<file path="src/rtl/hamming_pkg.sv">
// Shared types and elaboration-time helpers for the Hamming SEC/DED decoder.
// Overall-parity (DED) support is selected with the HAMMING_DED_EN macro.
package hamming_pkg;

  typedef enum logic [1:0] {
    CLEAN = 2'd0,
    CORR  = 2'd1,
    UNC   = 2'd2
  } err_class_e;

`ifdef HAMMING_DED_EN
  localparam int unsigned DED_W = 1;
`else
  localparam int unsigned DED_W = 0;
`endif

  // Smallest p with 2^p >= data_w + p + 1.
  function automatic int unsigned hamming_p_w(input int unsigned data_w);
    int unsigned p;
    p = 1;
    for (int unsigned k = 0; k < 7; k++)
      if ((1 << p) < data_w + p + 1) p = p + 1;
    return p;
  endfunction

  // 1-based Hamming position of data bit idx (skips power-of-two slots).
  function automatic int unsigned data_pos(input int unsigned idx);
    int unsigned pos;
    int unsigned cnt;
    pos = 0;
    cnt = 0;
    for (int unsigned p = 1; p <= 64; p++) begin
      if ((p & (p - 1)) != 0) begin
        if (cnt == idx && pos == 0) pos = p;
        cnt = cnt + 1;
      end
    end
    return pos;
  endfunction

endpackage

</file>
<file path="src/rtl/hamming_secded_dec_syndrome.sv">
// Combinational Hamming syndrome (and overall parity when HAMMING_DED_EN
// is defined) over a received codeword; shareable with an encoder-side checker.
module hamming_syndrome #(
  parameter int unsigned CW_W = 8,
  parameter int unsigned P_W  = 3,
  parameter int unsigned HW   = 7
) (
  input  logic [CW_W-1:0] cw,
`ifdef HAMMING_DED_EN
  output logic            ov,
`endif
  output logic [P_W-1:0]  syn
);

  always_comb begin
    syn = '0;
    for (int unsigned i = 0; i < HW; i++)
      for (int unsigned k = 0; k < P_W; k++)
        if (((i + 1) & (1 << k)) != 0) syn[k] = syn[k] ^ cw[i];
  end

`ifdef HAMMING_DED_EN
  assign ov = ^cw;
`endif

endmodule

</file>
<file path="src/rtl/hamming_secded_dec.sv">
// Two-stage pipelined Hamming SEC decoder with saturating error counters.
// Define HAMMING_DED_EN to add the overall parity bit and double-error detection.
module hamming_secded_dec
  import hamming_pkg::*;
#(
  parameter  int unsigned DATA_W = 4,
  parameter  int unsigned CNT_W  = 16,
  localparam int unsigned P_W    = hamming_p_w(DATA_W),
  localparam int unsigned CW_W   = DATA_W + P_W + DED_W
) (
  input  logic              clk,
  input  logic              rst_n,
  input  logic              in_valid,
  output logic              in_ready,
  input  logic [CW_W-1:0]   in_cw,
  output logic              out_valid,
  input  logic              out_ready,
  output logic [DATA_W-1:0] out_data,
  output logic [P_W-1:0]    out_syndrome,
  output logic              out_err_corr,
  output logic              out_err_unc,
  input  logic              clr_cnt,
  output logic [CNT_W-1:0]  corr_cnt,
  output logic [CNT_W-1:0]  unc_cnt
);

  localparam int unsigned HW = DATA_W + P_W;

  logic              s1_valid, s2_valid;
  logic              s1_adv, s2_adv, out_hs;
  logic [HW-1:0]     s1_cw;
  logic [P_W-1:0]    s1_syn, syn_c;
  err_class_e        cls;
  logic [HW-1:0]     fixed;
  logic [DATA_W-1:0] data_c;
  logic              in_range;
`ifdef HAMMING_DED_EN
  logic              s1_ov, ov_c;
`endif

  hamming_syndrome #(.CW_W(CW_W), .P_W(P_W), .HW(HW)) u_syn (
    .cw  (in_cw),
`ifdef HAMMING_DED_EN
    .ov  (ov_c),
`endif
    .syn (syn_c)
  );

  assign s2_adv    = !s2_valid || out_ready;
  assign s1_adv    = !s1_valid || s2_adv;
  assign in_ready  = s1_adv;
  assign out_valid = s2_valid;
  assign out_hs    = s2_valid && out_ready;

  always_comb begin
    in_range = (s1_syn != '0) && (int'(s1_syn) <= int'(HW));
`ifdef HAMMING_DED_EN
    // syn==0 with odd overall parity means only the parity bit itself flipped.
    if (s1_syn == '0)             cls = s1_ov ? CORR : CLEAN;
    else if (!s1_ov || !in_range) cls = UNC;
    else                          cls = CORR;
`else
    if (s1_syn == '0)      cls = CLEAN;
    else if (!in_range)    cls = UNC;
    else                   cls = CORR;
`endif
    fixed = s1_cw;
    for (int unsigned i = 0; i < HW; i++)
      if (cls == CORR && int'(s1_syn) == int'(i + 1)) fixed[i] = ~s1_cw[i];
    data_c = '0;
    for (int unsigned j = 0; j < DATA_W; j++)
      data_c[j] = fixed[data_pos(j) - 1];
  end

  always_ff @(posedge clk or negedge rst_n) begin
    if (!rst_n) begin
      s1_valid     <= 1'b0;
      s1_cw        <= '0;
      s1_syn       <= '0;
`ifdef HAMMING_DED_EN
      s1_ov        <= 1'b0;
`endif
      s2_valid     <= 1'b0;
      out_data     <= '0;
      out_syndrome <= '0;
      out_err_corr <= 1'b0;
      out_err_unc  <= 1'b0;
    end else begin
      if (s1_adv) begin
        s1_valid <= in_valid;
        if (in_valid) begin
          s1_cw  <= in_cw[HW-1:0];
          s1_syn <= syn_c;
`ifdef HAMMING_DED_EN
          s1_ov  <= ov_c;
`endif
        end
      end
      if (s2_adv) begin
        s2_valid <= s1_valid;
        if (s1_valid) begin
          out_data     <= data_c;
          out_syndrome <= s1_syn;
          out_err_corr <= (cls == CORR);
          out_err_unc  <= (cls == UNC);
        end
      end
    end
  end

  always_ff @(posedge clk or negedge rst_n) begin
    if (!rst_n) begin
      corr_cnt <= '0;
      unc_cnt  <= '0;
    end else if (clr_cnt) begin
      corr_cnt <= '0;
      unc_cnt  <= '0;
    end else begin
      if (out_hs && out_err_corr && corr_cnt != '1) corr_cnt <= corr_cnt + CNT_W'(1);
      if (out_hs && out_err_unc  && unc_cnt  != '1) unc_cnt  <= unc_cnt  + CNT_W'(1);
    end
  end

endmodule

</file>
<file path="config.mk">
export PLATFORM = sky130hd
export DESIGN_NAME = hamming_secded_dec
export DESIGN_NICKNAME = d
export VERILOG_FILES = /design/src/rtl/hamming_pkg.sv /design/src/rtl/hamming_secded_dec_syndrome.sv /design/src/rtl/hamming_secded_dec.sv
export SDC_FILE = /design/constraint.sdc
export NUM_CORES = 1
export LEC_CHECK = 0
export CAP_MARGIN = 40
export CORE_UTILIZATION = 40
export DETAILED_ROUTE_END_ITERATION = 12
export GPL_TIMING_DRIVEN = 0
export PLACE_DENSITY = 0.67
export SETUP_SLACK_MARGIN = 0.2
export SYNTH_ARGS = -nofsm -noshare
export SYNTH_HDL_FRONTEND = slang
export SYNTH_SLANG_ARGS = --single-unit
</file>
<file path="constraint.sdc">
create_clock -name clk -period 3.9 [get_ports clk]
set_input_delay 0.78 -clock clk [delete_from_list [all_inputs] [get_ports clk]]
set_output_delay 0.78 -clock clk [all_outputs]
set_load 0.01 [all_outputs]
</file>
# ---- Yosys cells after proc, flatten, opt, wreduce, memory -nomap -nowiden
# Index checks and enable logic that the tools add are counted.
dict set report totals {
  in_bits 12
  ff_bits 53
  output_inout_bits 43
  wordCells 62
}
dict set report op_classes {
  n_eq_ne 8
  muxes 10
  reduce_logical 19
  n_bitwise 13
  add_sub_neg 2
}
# operator n
set ops {}
lappend ops {{2-to-1 mux 16 bit} 4}
lappend ops {{adder 16 x 1 -> 16 bit, second input constant} 2}
lappend ops {{inequality test 16 bit, second input constant} 2}
lappend ops {{logical AND 1 bit} 9}
lappend ops {{XOR 1 bit} 9}
lappend ops {{== test 3 bit, second input constant} 2}
lappend ops {{2-to-1 mux 1 bit} 4}
lappend ops {{2-to-1 mux 2 bit} 2}
lappend ops {{NOT 1 bit} 4}
lappend ops {{AND reduction 2 bit} 2}
lappend ops {{nonzero test 2 bit} 2}
lappend ops {{== test 3 x 1 -> 1 bit, second input constant} 1}
lappend ops {{== test 3 x 2 -> 1 bit, second input constant} 1}
lappend ops {{zero test 3 bit} 1}
lappend ops {{nonzero test 3 bit} 1}
lappend ops {{== test 2 x 1 -> 1 bit, second input constant} 1}
lappend ops {{== test 2 bit, second input constant} 1}
lappend ops {{zero test 1 bit} 2}
lappend ops {{logical OR 1 bit} 2}

# ---- Depth between registers and ports, before layout
# Gate-level depths: netlist of run 1.
dict set report logic_depth {
  depth_word 6
  mapped_depth 6
  depth_no_buf 5
}

# ---- Cells and area by module
# A second synthesis of run 1 with hierarchy kept.
dict set report unflattened {
  hier_cells 193
  area_unflattened_um2 2212.1
}
# mod cells_each area_each_um2 instances seq_area_each_um2
set modules_own_cells {}
lappend modules_own_cells {hamming_secded_dec 185 2142.1 1 1226.2}
lappend modules_own_cells {hamming_syndrome 8 70.1 1 0.0}

# ---- Least setup slack after synthesis of run 1
# No wires, ideal clock.
dict set report synth_path {
  path_kind {input to register}
  startpoint {input port out_ready}
  endpoint {register corr_cnt[10]}
  t_arrival_ns 2.001
  path_stages 5
  setup_ns 0.078
  t_required_ns 3.822
  slack_ns 1.821
  path_buffers 1
  path_cell_list {nand3_2 -> or3_1 -> buf_2 -> or4_1 -> a21oi_1}
}
dict set report synth_between {
  elab_chain_cells 4
}
# element line
set synth_rtl {}
lappend synth_rtl {{start: declaration} hamming_secded_dec.sv:17} ;# input logic out_ready,
lappend synth_rtl {{logical AND 1 bit} hamming_secded_dec.sv:53} ;# assign out_hs = s2_valid && out_ready;
lappend synth_rtl {{logical AND 1 bit (2 in a row)} hamming_secded_dec.sv:119} ;# if (out_hs && out_err_corr && corr_cnt != '1) corr_cnt <= corr_cnt + CNT_W'(1);
lappend synth_rtl {{nonzero test 2 bit (no line)} -}
lappend synth_rtl {{end signal: assignment} hamming_secded_dec.sv:119}
lappend synth_rtl {{end: declaration} hamming_secded_dec.sv:23} ;# output logic [CNT_W-1:0] corr_cnt,
# No other way between the ends.
# A chain may end at the register's enable or synchronous reset.

# ---- Worst setup path after layout of run 1
dict set report layout_path {
  startpoint {input port out_ready}
  endpoint {output port in_ready}
}
dict set report layout_between {
  elab_chain_cells 2
}
# element line
set layout_rtl {}
lappend layout_rtl {{logical OR 1 bit} hamming_secded_dec.sv:49} ;# assign s2_adv = !s2_valid || out_ready;
lappend layout_rtl {{logical OR 1 bit} hamming_secded_dec.sv:50} ;# assign s1_adv = !s1_valid || s2_adv;
lappend layout_rtl {{end: declaration} hamming_secded_dec.sv:14} ;# output logic in_ready,
# No other way between the ends.

==> results of run 1 <==
layout make-up:
class	instances	area, µm²	area share (%)
Buffer	8	36.3	1.25
Clock buffer	6	72.6	2.50
Clock inverter	1	8.76	0.301
Multi-Input combinational cell	144	926	31.9
Inverter	1	3.75	0.129
Sequential cell	49	1230	42.2
Tap cell	70	87.6	3.01
Timing Repair Buffer	54	546	18.8
sequential cells by signal, summed over array words and instances (netlist names):
register	cells
unc_cnt	16
out_err_corr	1
out_valid	1
corr_cnt	16
s1_syn	3
out_syndrome	3
out_data	4
s1_valid	1
s1_cw	4
power groups by stage:
stage	registers (mW)	logic, mW	clock network (mW)
after floorplan	0.601	0.0772	0
final	0.584	0.187	0.286
after CTS	0.585	0.190	0.298
after detailed placement	0.594	0.189	0
after global placement	0.594	0.186	0
after global routing	0.592	0.209	0.320
critical path, cell delays in order:
cell,delay (ns)
clkdlybuf4s50_1,0.52
nand3b_1,0.16
clkdlybuf4s50_1,0.55
synth_stat cells, drive strengths merged:
cell,n
dfrtp,49
nand2,19
nor2b,18
a21oi,13
o21ai,12
mux2,9
o31ai,9
or4,8
xnor2,8
nand3,7
nor2,6
clkbuf,5
nand4,5
or3,5
xor2,4
and3,3
buf,3
nand2b,3
nor4,3
nand3b,2
nor3,2
a211oi,1
a41oi,1
and2,1
and4,1
conb,1
ha,1
inv,1
nor4b,1
o211ai,1
cells by family (layout without fill, tap and decap cells):
| logic type | count (synthesis) | after routing |
|---|---|---|
| compound gates | 37 | 37 |
| buf+inv | 9 | 70 |
| other cells | 1 | 1 |
| fa+ha+maj | 1 | 1 |
| simple gates | 84 | 84 |
| xor+xnor | 12 | 12 |
| mux | 9 | 9 |
| flops | 49 | 49 |
worst max path at each step:
stage                     startpoint      endpoint  slack, ns  depth (start not counted)
final                      out_ready      in_ready       1.11                          3
after global routing       out_ready      in_ready       1.08                          3
after CTS                  out_ready      in_ready       1.09                          3
after detailed placement   out_ready      in_ready       1.10                          3
after global placement         rst_n      s1_cw[4]       0.63                          1
after floorplan            out_ready  corr_cnt[10]       1.82                          5
routing by layer:
layer | wire (µm) | track usage (%) | part of all wire [%]
met5 | 0 | 0 | 0
met3 | 230 | 4.67 | 5.2
met4 | 40 | 5.19 | 0.90
met2 | 1970 | 25.0 | 45
met1 | 2190 | 23.4 | 49
through the flow:
| stage | std cells | setup slack (ns) |
|---|---|---|
| floorplan | 202 | 1.82 |
| global placement | 325 | 0.628 |
| detailed placement | 326 | 1.10 |
| CTS | 333 | 1.09 |
| global route | 333 | 1.08 |
| finish | 333 | 1.11 |
==> flow_summary.ini, run 1 <==
[logic_synthesis]
yosysTopAreaCell = dfrtp_1
synth_mux_area_share_pct = 4.62
avgSynthCellArea_um2 = 10.9
synth_adder_area_share_pct = 0.571
synth.yosys.seq_area_share_pct = 55.9
synthDistinctLibCells = 34
synthCells = 202
synth_nets = 215
synthTopCellsByArea = dfrtp_1, nor2b_1, mux2_2, nand2_1, xnor2_1
yosys_register_bits = 49
synth_top_family_by_area = simple AND/OR/NAND/NOR gates
synth_top_area_share_pct = 55.9
synth_compound_area_share_pct = 9.87
synth_simple_gate_area_share_pct = 22.2
synth-xor-area-share_pct = 4.79
yosysWarnings = 0
netlist_area_um2 = 2190

[setup_path]
r2r-end = corr_cnt[1]
worstPathRequired_ns = 3.12
rr_startpoint = corr_cnt[0]
crit_arrival_ns = 2.01
start_kind = input port
crit_type = input port to primary output
cp_max_fo = 4
crit_path_end_kind = primary output
timing.reg2reg.setup_slack_ns = 1.79
rr_worst_depth = 6

[floorplanning]
dieArea_um2 = 5780
io_pins = 55
start_util_pct = 42.1
fp-row-count = 26
die_h_um = 76.0
design.core.area_um2 = 5200
die_width_um = 76.0

[placement]
hpwl_mm = 3.14
gp_congestion = 0.816
place_area_um2 = 2830
io_buffers = 53

[sta]
grt_setup_unrepaired = false
setup_violations = 0
fin_skew_ns = 0.0139
relSlewSlack_pct = 56.5
period_share_pct = 71.5
hold_violations = 0
final_max_slew_viol_count = 0
worst_slew_pin_slew_ns = 0.647
fmax_mhz = 359
fin_crit_ns = 2.79
holdWs_ns = 0.350
setup_tns_ns = 0

[drt]
vias = 1713
dr.pass1.iters = 4
routedWlPerCell_um = 13.3
drt-initial-drc-count = 116
wl_mm = 4.43
drc_errors = 0
vias_per_cell = 5.14
ant_nets = 0

[clock_network]
numCtsBuffers = 5
holdBufCountCts = 0
cts_tree = done
postCtsSetupBuffers = 0
clockBufferDepth = 2
cts_max_level = 2
cts.clk_slew.worst_paths_ns = 0.09
clkLatencyLatePin_ns = 0.30
numClockSinks = 49
cts_resized = 0
root_buffer = clkbuf_8

[global_routing]
grt_max_degree = 38
grt_pass1_vias = 1599
antenna_found_initial = 0
grt_overflow = 0
grt_pass1_wl_mm = 7.63
grt_usage_pct = 16.6

[pwr]
peakVddDrop_mv = 0.204
p_sw_share_pct = 26.6
combPwrFrac_pct = 17.7
p_leak_nw = 1.17
p_per_area_nw_per_um2 = 364
p_seq_share_pct = 55.2
p_sw_mw = 0.281
p_total_mw = 1.06
internal-power_mw = 0.776
p_clk_share_pct = 27.1

[final_layout]
finish.utilization_pct = 55.8
layout.cells.most_common = clkdlybuf4s50_1
finalNetCount = 276
drive_gt1_share_pct = 8.75
diodes = 0
fill_cells = 482
layout_common_cells = clkdlybuf4s50_1, dfrtp_1, nand2_1, nor2b_1, a21oi_1
finalInstanceArea_um2 = 2910
areaGrowthSynthToFinish_pct = 32.6

[job]
cap_violations = 0

[worst_hold_path]
min_path_type = input port to async pin

[outcome]
status = finished clean
(Power assumes the default switching activity.)
==> inputs of run 2 (changes only) <==
==> constraint.sdc (replaced) <==
create_clock -name clk -period 2.6 [get_ports clk]
set_input_delay 0.52 -clock clk [delete_from_list [all_inputs] [get_ports clk]]
set_output_delay 0.52 -clock clk [all_outputs]
set_load 0.01 [all_outputs]
==> results of run 2 <==
Same layout as run 1 (identical final DEF). Status: finished clean.
Among the figures that moved: setup slack after placement 1.10 ns -> 0.108 ns; setup slack after layout 1.11 ns -> 0.331 ns; hold slack 0.350 ns -> 0.0903 ns; register-to-register setup slack 1.79 ns -> 0.49 ns; total power 1.06 mW -> 1.59 mW; worst IR drop on VDD 0.204 mV -> 0.306 mV
==> inputs of run 3 (changes only) <==
--- a/config.mk
+++ b/config.mk
@@ -7,10 +7,12 @@
 export LEC_CHECK = 0
 export CAP_MARGIN = 40
 export CORE_UTILIZATION = 40
+export CTS_CLUSTER_SIZE = 20
 export DETAILED_ROUTE_END_ITERATION = 12
 export GPL_TIMING_DRIVEN = 0
 export PLACE_DENSITY = 0.67
 export SETUP_SLACK_MARGIN = 0.2
 export SYNTH_ARGS = -nofsm -noshare
 export SYNTH_HDL_FRONTEND = slang
+export SYNTH_HIERARCHICAL = 1
 export SYNTH_SLANG_ARGS = --single-unit
==> flow_summary.ini, run 3 <==
[clock_network]
holdBufCountCts = 0
cts_resized = 0
numCtsBuffers = 5
cts.clk_slew.worst_paths_ns = 0.09
cts_tree = done
clockBufferDepth = 2
clkLatencyLatePin_ns = 0.30
cts_max_level = 2
numClockSinks = 49
root_buffer = clkbuf_8
postCtsSetupBuffers = 0

[global_routing]
antenna_found_initial = 0
grt_pass1_wl_mm = 7.63
grt_usage_pct = 16.7
grt_pass1_vias = 1624
grt_overflow = 0
grt_max_degree = 34

[logic_synthesis]
synthTopCellsByArea = dfrtp_1, mux2_2, nor2b_1, xnor2_1, o21ai_0
synthDistinctLibCells = 38
yosysTopAreaCell = dfrtp_1
synth.yosys.seq_area_share_pct = 55.4
netlist_top_cells_count = dfrtp_1, nor2b_1, nand2_1
synth_top_area_share_pct = 55.4
yosys_register_bits = 49
synth_flop_cell = dfrtp_1
synth_edf_count = 0
yosysMostFrequentCell = dfrtp_1
netlist_area_um2 = 2210
yosysWarnings = 6
synthCells = 193
async_reset_ff_share_pct = 100
avgSynthCellArea_um2 = 11.5
synth_nets = 206

[setup_path]
cp_max_fo = 4
crit_buf_inv = 2
crit_top_cell = clkdlybuf4s50_1
cpLargestDelayFamily = buffers and inverters
crit_type = input port to primary output
crit_arrival_ns = 1.76
cp_cell_sequence = clkdlybuf4s50_1 > nand3b_1 > clkdlybuf4s50_1
worstPathRequired_ns = 2.08
cpPeakStageDelay_ns = 0.56
timing.reg2reg.setup_slack_ns = 0.62
worst_path_max_delay_cell = clkdlybuf4s50_1
startpoint = out_ready
rr_startpoint = corr_cnt[1]
crit_path_end_kind = primary output
start_kind = input port

[sta]
period_share_pct = 87.8
fin_skew_ns = 0.00579
holdWs_ns = 0.139
fmax_mhz = 438
fin_crit_ns = 2.28
grt_setup_unrepaired = false
setup_ws_ns = 0.316
setup_violations = 0
final_max_slew_viol_count = 0
hold_violations = 0

[pwr]
p_leak_nw = 1.21
p_total_mw = 1.66
p_per_area_nw_per_um2 = 567
peakVddDrop_mv = 0.386

[drt]
drt-initial-drc-count = 69
wl_mm = 4.32
ant_nets = 0
dr.pass1.iters = 4
drc_errors = 0
routedWlPerCell_um = 13.3
vias = 1637
vias_per_cell = 5.04

[final_layout]
areaGrowthSynthToFinish_pct = 32.6
finalNetCount = 267
layout.cells.most_common = clkdlybuf4s50_1
diodes = 0
layout_common_cells = clkdlybuf4s50_1, dfrtp_1, nor2b_1, nand2_1, mux2_2
multi_input_area_um2 = 930
fill_cells = 493
top_regs = corr_cnt x16, unc_cnt x16
instances_no_fill = 325
register_area_um2 = 1230
finalInstanceArea_um2 = 2930
drive_gt1_share_pct = 11.4

[floorplanning]
start_util_pct = 42.5
io_pins = 55
design.core.area_um2 = 5200
die_width_um = 76.4
fp-row-count = 26
dieArea_um2 = 5830
die_h_um = 76.4

[placement]
post-place-ws_ns = 0.208
gp_congestion = 0.762
io_buffers = 53
hpwl_mm = 3.18
place_area_um2 = 2850
dp_cells = 317

[job]
cap_violations = 0

[worst_hold_path]
min_path_type = input port to async pin

[outcome]
status = finished clean
## run 3: cell types whose count changed in the layout (fill, tap and decap cells not counted), sizes merged, moves of 3 or more
cell   delta
a21oi     -4
o31ai     -5
mux2      +3
nor3      +3
or4       -5
nand2     -6
## run 3: path summary, 6_finish.rpt
check / endpoint / depth (start not counted)
max in group asynchronous: corr_cnt[15] / 2
setup / recovery: in_ready / 3
min in group clk: out_data[1] / 2
setup reg to reg: corr_cnt[14] / 5
hold reg to reg: out_data[1] / 2
hold / removal: corr_cnt[11] / 1
## run 3: per-layer routing
metal | GRT usage, % | wire length, µm | part of all wire, % | vias to the layer above
li1 | - | - | - | 804
met1 | 21.4 | 2050 | 48 | 786
met2 | 26.5 | 2020 | 47 | 41
met3 | 4.31 | 170 | 3.9 | 6
met4 | 7.50 | 80 | 1.9 | 0
met5 | 0 | 0 | 0 | -
## run 3: cell type report
type                            count  area share [%]
Multi-Input combinational cell    134            31.7
Inverter                            3           0.384
Buffer                              7            1.54
Clock inverter                      2           0.512
Clock buffer                        6            2.47
Sequential cell                    49            41.8
Tap cell                           70            2.99
Timing Repair Buffer               54            18.6
## run 3: kinds of logic after synthesis
kind of cell | count (synthesis) | share of synthesized area, %
flops | 49 | 55.4
mux | 12 | 6.11
compound gates | 32 | 8.99
xor+xnor | 13 | 5.15
buf+inv | 10 | 2.55
fa+ha+maj | 1 | 0.566
simple gates | 75 | 21.0
other cells | 1 | 0.170
## run 3: per-stage QoR
stage | utilization, % | setup TNS (ns)
finish | 56.3 | 0
global route | 56.3 | 0
CTS | 56.3 | 0
detailed placement | 54.7 | 0
global placement | 54.4 | -20.82
floorplan | - | 0
## run 3: power breakdown
part | leakage (nW) | switching, mW | internal, mW | total [mW]
clock | 0.0374 | 0.253 | 0.190 | 0.442
combinational | 0.523 | 0.134 | 0.187 | 0.321
sequential | 0.645 | 0.0653 | 0.834 | 0.899
total | 1.21 | 0.452 | 1.21 | 1.66
